**config.mk**
```make
export PLATFORM = sky130hd
export DESIGN_NAME = sprite_glyph_renderer
export DESIGN_NICKNAME = d
export VERILOG_FILES = /design/src/rtl/sprite_pkg.sv /design/src/rtl/sprite_glyph_rom.sv /design/src/rtl/sprite_glyph_renderer.sv
export SDC_FILE = /design/constraint.sdc
export NUM_CORES = 1
export LEC_CHECK = 0
export CAP_MARGIN = 20
export CELL_PAD_IN_SITES_DETAIL_PLACEMENT = 1
export CELL_PAD_IN_SITES_GLOBAL_PLACEMENT = 1
export CORE_MARGIN = 2
export CORE_UTILIZATION = 48
export CTS_CLUSTER_DIAMETER = 80
export DETAILED_ROUTE_END_ITERATION = 7
export GPL_ROUTABILITY_DRIVEN = 0
export GPL_TIMING_DRIVEN = 0
export PLACE_DENSITY_LB_ADDON = 0.1
export SYNTH_ARGS = -nofsm -noshare
export SYNTH_HDL_FRONTEND = slang
export SYNTH_SLANG_ARGS = --single-unit
```
**constraint.sdc**
```tcl
create_clock -name vga_clk -period 9 [get_ports vga_clk]
set_input_delay 1.35 -clock vga_clk [delete_from_list [all_inputs] [get_ports vga_clk]]
set_output_delay 1.35 -clock vga_clk [all_outputs]
set_load 0.01 [all_outputs]
```
**src/rtl/sprite_pkg.sv**
```systemverilog
// rtl/sprite_pkg.sv - shared constants, types and palette for the glyph renderer
package sprite_pkg;

  localparam int GLYPH_W       = 50;
  localparam int GLYPH_H       = 50;
  localparam int NUM_GLYPHS    = 10;
  localparam int IDX_W         = 2;
  localparam int MAX_SHIFT     = 3;
  localparam int KEY_IDX       = 0;
  localparam int COORD_W       = 10;
  localparam int GLYPH_SEL_W   = $clog2(NUM_GLYPHS);
  localparam int SHIFT_W       = $clog2(MAX_SHIFT + 1);
  localparam int ROM_DEPTH     = NUM_GLYPHS * GLYPH_W * GLYPH_H;
  localparam int ADDR_W        = $clog2(ROM_DEPTH);
  localparam int GLYPH_COORD_W = $clog2((GLYPH_W > GLYPH_H) ? GLYPH_W : GLYPH_H);

  typedef struct packed {
    logic [3:0] r;
    logic [3:0] g;
    logic [3:0] b;
  } rgb444_t;

  typedef struct packed {
    logic [COORD_W-1:0]     x;
    logic [COORD_W-1:0]     y;
    logic [GLYPH_SEL_W-1:0] glyph;
    logic [SHIFT_W-1:0]     shift;
    logic                   en;
  } cfg_t;

  typedef enum logic {
    CFG_IDLE,
    CFG_PENDING
  } cfg_state_t;

  // Index 0 is the colour key and never reaches the screen, so its entry is black.
  function automatic rgb444_t palette(input logic [IDX_W-1:0] idx);
    rgb444_t c;
    case (idx)
      2'd0:    c = '{4'h0, 4'h0, 4'h0};
      2'd1:    c = '{4'hF, 4'h8, 4'h1};
      2'd2:    c = '{4'h2, 4'hC, 4'h7};
      default: c = '{4'hA, 4'h5, 4'hE};
    endcase
    return c;
  endfunction

endpackage

```
**src/rtl/sprite_glyph_rom.sv**
```systemverilog
// rtl/sprite_glyph_rom.sv - glyph bank ROM, one-cycle synchronous read
module sprite_glyph_rom
  import sprite_pkg::*;
(
  input  logic              vga_clk,
  input  logic [ADDR_W-1:0] addr,
  output logic [IDX_W-1:0]  idx
);

  logic [IDX_W-1:0] pattern;

  // Artwork is a fixed function of the address bits so the bank needs no load step.
  always_comb begin
    pattern = addr[1:0] + addr[6:5] + addr[12:11];
  end

  // Registered read port, behaves like a block ROM.
  always_ff @(posedge vga_clk) begin
    idx <= pattern;
  end

endmodule

```
**src/rtl/sprite_glyph_renderer.sv**
```systemverilog
// rtl/sprite_glyph_renderer.sv - positioned, scaled, colour-keyed glyph overlay
module sprite_glyph_renderer
  import sprite_pkg::*;
(
  input  logic                   vga_clk,
  input  logic                   reset,
  input  logic [COORD_W-1:0]     DrawX,
  input  logic [COORD_W-1:0]     DrawY,
  input  logic                   blank,
  input  logic                   frame_start,
  input  logic                   cfg_valid,
  output logic                   cfg_ready,
  input  logic [COORD_W-1:0]     cfg_x,
  input  logic [COORD_W-1:0]     cfg_y,
  input  logic [GLYPH_SEL_W-1:0] cfg_glyph,
  input  logic [SHIFT_W-1:0]     cfg_shift,
  input  logic                   cfg_en,
  output logic [3:0]             red,
  output logic [3:0]             green,
  output logic [3:0]             blue,
  output logic                   hit
);

  localparam logic [ADDR_W-1:0] GLYPH_SIZE = ADDR_W'(GLYPH_W * GLYPH_H);
  localparam logic [ADDR_W-1:0] ROW_SIZE   = ADDR_W'(GLYPH_W);

  cfg_state_t state_q, state_d;
  cfg_t       cfg_in, shadow_q, active_q, cfg_eff;
  logic       cfg_fire, cfg_apply;

  logic [COORD_W:0]         dx, dy, w_lim, h_lim;
  logic                     in_box_c;
  logic [GLYPH_COORD_W-1:0] rx_c, ry_c;

  logic                     in_box_s1, blank_s1;
  logic [GLYPH_COORD_W-1:0] rx_s1, ry_s1;
  logic [GLYPH_SEL_W-1:0]   glyph_s1;
  logic [ADDR_W-1:0]        rom_addr;

  logic                     in_box_s2, blank_s2;
  logic [IDX_W-1:0]         rom_idx;
  logic                     opaque;
  rgb444_t                  pix;

  // Out-of-range glyph/shift requests are clamped as they are captured.
  always_comb begin
    cfg_in.x     = cfg_x;
    cfg_in.y     = cfg_y;
    cfg_in.glyph = (cfg_glyph >= GLYPH_SEL_W'(NUM_GLYPHS)) ? GLYPH_SEL_W'(NUM_GLYPHS - 1) : cfg_glyph;
    cfg_in.shift = ({1'b0, cfg_shift} > (SHIFT_W + 1)'(MAX_SHIFT)) ? SHIFT_W'(MAX_SHIFT) : cfg_shift;
    cfg_in.en    = cfg_en;
  end

  // Handshake: one write is held in the shadow until the next frame boundary.
  always_comb begin
    state_d   = state_q;
    cfg_ready = 1'b0;
    cfg_fire  = 1'b0;
    cfg_apply = 1'b0;
    case (state_q)
      CFG_IDLE: begin
        cfg_ready = 1'b1;
        if (cfg_valid) begin
          cfg_fire = 1'b1;
          state_d  = CFG_PENDING;
        end
      end
      CFG_PENDING: begin
        if (frame_start) begin
          cfg_apply = 1'b1;
          state_d   = CFG_IDLE;
        end
      end
      default: state_d = CFG_IDLE;
    endcase
  end

  // Handshake state, shadow capture and frame-boundary promotion.
  always_ff @(posedge vga_clk or posedge reset) begin
    if (reset) begin
      state_q  <= CFG_IDLE;
      shadow_q <= '0;
      active_q <= '0;
    end else begin
      state_q <= state_d;
      if (cfg_fire) shadow_q <= cfg_in;
      if (cfg_apply) active_q <= shadow_q;
    end
  end

  // The frame_start pixel already belongs to the new frame, so it sees the promoted config.
  assign cfg_eff = cfg_apply ? shadow_q : active_q;

  // S1 combinational: box test and glyph-space coordinates; negative dx/dy never wrap.
  always_comb begin
    dx       = {1'b0, DrawX} - {1'b0, cfg_eff.x};
    dy       = {1'b0, DrawY} - {1'b0, cfg_eff.y};
    w_lim    = (COORD_W + 1)'(GLYPH_W) << cfg_eff.shift;
    h_lim    = (COORD_W + 1)'(GLYPH_H) << cfg_eff.shift;
    in_box_c = cfg_eff.en & ~dx[COORD_W] & ~dy[COORD_W] & (dx < w_lim) & (dy < h_lim);
    rx_c     = GLYPH_COORD_W'(dx >> cfg_eff.shift);
    ry_c     = GLYPH_COORD_W'(dy >> cfg_eff.shift);
  end

  // S1 register.
  always_ff @(posedge vga_clk or posedge reset) begin
    if (reset) begin
      in_box_s1 <= 1'b0;
      blank_s1  <= 1'b0;
      rx_s1     <= '0;
      ry_s1     <= '0;
      glyph_s1  <= '0;
    end else begin
      in_box_s1 <= in_box_c;
      blank_s1  <= blank;
      rx_s1     <= rx_c;
      ry_s1     <= ry_c;
      glyph_s1  <= cfg_eff.glyph;
    end
  end

  // S2 address: constant multipliers only, parked at 0 outside the box.
  always_comb begin
    rom_addr = '0;
    if (in_box_s1) begin
      rom_addr = ADDR_W'(glyph_s1) * GLYPH_SIZE + ADDR_W'(ry_s1) * ROW_SIZE + ADDR_W'(rx_s1);
    end
  end

  sprite_glyph_rom u_rom (
    .vga_clk (vga_clk),
    .addr    (rom_addr),
    .idx     (rom_idx)
  );

  // S2 register: qualifiers ride alongside the ROM read.
  always_ff @(posedge vga_clk or posedge reset) begin
    if (reset) begin
      in_box_s2 <= 1'b0;
      blank_s2  <= 1'b0;
    end else begin
      in_box_s2 <= in_box_s1;
      blank_s2  <= blank_s1;
    end
  end

  // S3 palette lookup and colour-key test.
  always_comb begin
    pix    = palette(rom_idx);
    opaque = in_box_s2 & (rom_idx != IDX_W'(KEY_IDX));
  end

  // Output register: black unless an opaque sprite pixel lands in active video.
  always_ff @(posedge vga_clk or posedge reset) begin
    if (reset) begin
      red   <= '0;
      green <= '0;
      blue  <= '0;
      hit   <= 1'b0;
    end else if (blank_s2 & opaque) begin
      red   <= pix.r;
      green <= pix.g;
      blue  <= pix.b;
      hit   <= 1'b1;
    end else begin
      red   <= '0;
      green <= '0;
      blue  <= '0;
      hit   <= 1'b0;
    end
  end

endmodule

```
==> results.ini <==
[critical_path]
required_ps=9230
worstPathCellList=clkdlybuf4s50_1, nand2_2, buf_2, mux2_2, ha_1, inv_1, fa_1, a21oi_1, o21ai_0, a21oi_1, o21bai_1, a21oi_1, xor2_1, inv_1, ha_1, a2111oi_0, nand4_1, nor3_1, nand3_1, nor4_2
cp_max_fo=10
crit_cells=20
crit_path_top_delay_cell=clkdlybuf4s50_1
cpMostUsedCell=a21oi_1
cp_slowest_stage_delay_ps=430
start_kind=input pin
cp-end-kind=flop
path_delay_family=compound AO/OA/AOI/OAI gates
critPathKind=input pin to flop
crit_buf_inv=4
r2r_cells=19
worst_ep_arrival_time_ps=6210

[clock_tree]
post_cts_buffers=0
cts_resized=0
holdBufCountCts=0
htreeDepth=3
root_buffer=clkbuf_16
clock_latency_ps=350
clockBufferDepth=2
clkSinkCount=80
path_clk_slew_ps=60
cts_tree=yes
numCtsBuffers=9

[global_routing]
grt_pass1_wl_um=22750
grt-ovfl-total=0
grt_pass1_vias=4848
grt_max_degree=63
track_usage_pct=22.41
antenna_found_initial=0

[route]
num_vias=4392
drt-total-wl_um=13510
drt_iter0_markers=166
drt.antenna.violating_nets=0
wl_per_cell_um=16.58
drcViolationCount=4
first_pass_iters=6
viasPerCell=5.389

[run_status]
violations=DRC
status=finished with violations

[sta]
rsz0062_at_grt=no
tightest_slew_ps=702.0
final.min_clock_period_ps=5979
setup_violations=0
drv_slew=0
fin_crit_sh_pct=66.43
max_freq_mhz=167.3
fin_worst_skew_ps=10.78
tns_ps=0
slew_headroom_pct=53.20
final-hold-violation-count=0

[floorplanning]
initial_core_util_pct=49.65
core_area_mm2=0.01152
io_pins=66
die_w_um=113.1
dieArea_mm2=0.01280
die_h_um=113.1
rows=39

[cells_and_area]
area.growth.synth_to_final_pct=20.15
drive_gt1_share_pct=6.845
nNetsFinal=826
diodes=0
fillers=1277
layout_commonest_cell=ha_1
final_cell_mix=95 x ha_1, 92 x nand2_1, 78 x dfrtp_1, 68 x inv_1, 64 x clkdlybuf4s50_1

[yosys]
syn_avg_cell_area_um2=9.659
synth_cells=592
yosysUniqueCellTypes=48
synth_edf_count=0
synth-seq-cells=80
async_flop_share_pct=97.50
synthFlopType=dfrtp_1
yosys_warnings=0
syn-num-nets=750
syn_area_mm2=0.005718
synth_seq_area_share_pct=34.84

[placed_design]
portBuffers=64
hpwlAfterDp_um=10560

[min_path]
hold_path.class=flop to flop
min_path_cells=0

[job]
cap_violations=0

-- worst paths after layout --
path | startpoint | endpoint | slack [ps]
setup / recovery | frame_start | in_box_s1$_DFF_PP0_ | 3020
hold / removal | blank_s1$_DFF_PP0_ | blank_s2$_DFF_PP0_ | 360
hold reg to reg | blank_s1$_DFF_PP0_ | blank_s2$_DFF_PP0_ | 360
min in group asynchronous | reset | green[0]$_DFF_PP0_ | 1300
setup reg to reg | state_q$_DFF_PP0_ | in_box_s1$_DFF_PP0_ | 4070
max in group asynchronous | reset | active_q[10]$_DFF_PP0_ | 7120
-- through the flow --
stage                     hold WS (ps)  area (um^2)  instances  utilization [%]  setup slack, ps
after floorplan                  331.2         5718        592                -             4134
after global placement           342.4         6538        799            56.77             2734
after CTS                        360.6         6870        815            59.66             3053
after detailed placement         345.9         6568        800            57.03             2731
after global routing             377.7         6870        815            59.66             2467
final                            360.8         6870        815            59.66             3021
-- cell usage after synthesis, types with 3 or more instances --
master    number  area, um^2
nand3_1        5       25.02
buf_4          7       52.55
nor3_1         7       35.03
a22oi_1        3       22.52
xor2_1         9       78.83
a211oi_1       8       60.06
a21oi_1       27       135.1
xnor2_1       19       166.4
nand2_1       92       345.3
nor2b_1        7       43.79
clkbuf_1       7       26.28
ha_1          95        1189
buf_2          3       15.01
nand2b_1       5       31.28
nor2_1        28       105.1
inv_1         69       259.0
dfrtp_1       78        1952
a21o_1         6       45.04
o21a_1         8       60.06
o21ai_0       16       80.08
a31oi_1        3       18.77
and2_1         7       43.79
mux2_2        10       112.6
fa_1          11       220.2
o21bai_1       4       30.03
mux2i_1       27       270.3
-- final cells by class --
class	instances	area, um^2	area share, %
Inverter	69	261.5	3.806
Sequential cell	80	1992	28.99
Multi-Input combinational cell	426	3373	49.10
Clock inverter	5	63.81	0.9288
Tap cell	143	178.9	2.604
Buffer	17	93.84	1.366
Clock buffer	10	239.0	3.478
Timing Repair Buffer	65	668.1	9.725
-- kinds of logic (layout without fill, tap and decap cells) --
family / Yosys count / after routing / share of synthesized area [%]
simple gates: 161 / 161 / 12.30
fa+ha+maj: 106 / 106 / 24.64
compound gates: 92 / 92 / 10.61
buf+inv: 86 / 166 / 6.171
flops: 80 / 80 / 34.84
mux: 38 / 38 / 7.090
xor+xnor: 28 / 28 / 4.289
other cells: 1 / 1 / 0.06558
-- sequential cells by signal, summed over array words and instances, names as in the netlist, 2 cells and up --
signal and flops:
rx_s1 6, shadow_q 27, active_q 23, ry_s1 6, u_rom.idx 2, red 3
glyph_s1 4, blue 2
-- routing by layer --
layer	routed length [um]	track usage, %	share of wire (%)
met2	7170	42.44	53
met4	246	7.317	1.8
met3	308	3.160	2.3
met5	0	0	0
met1	5784	25.86	43
Power is left out: the tool's default activity adds up to more than one toggle a clock period on the data nets, which glitch-free logic cannot reach.
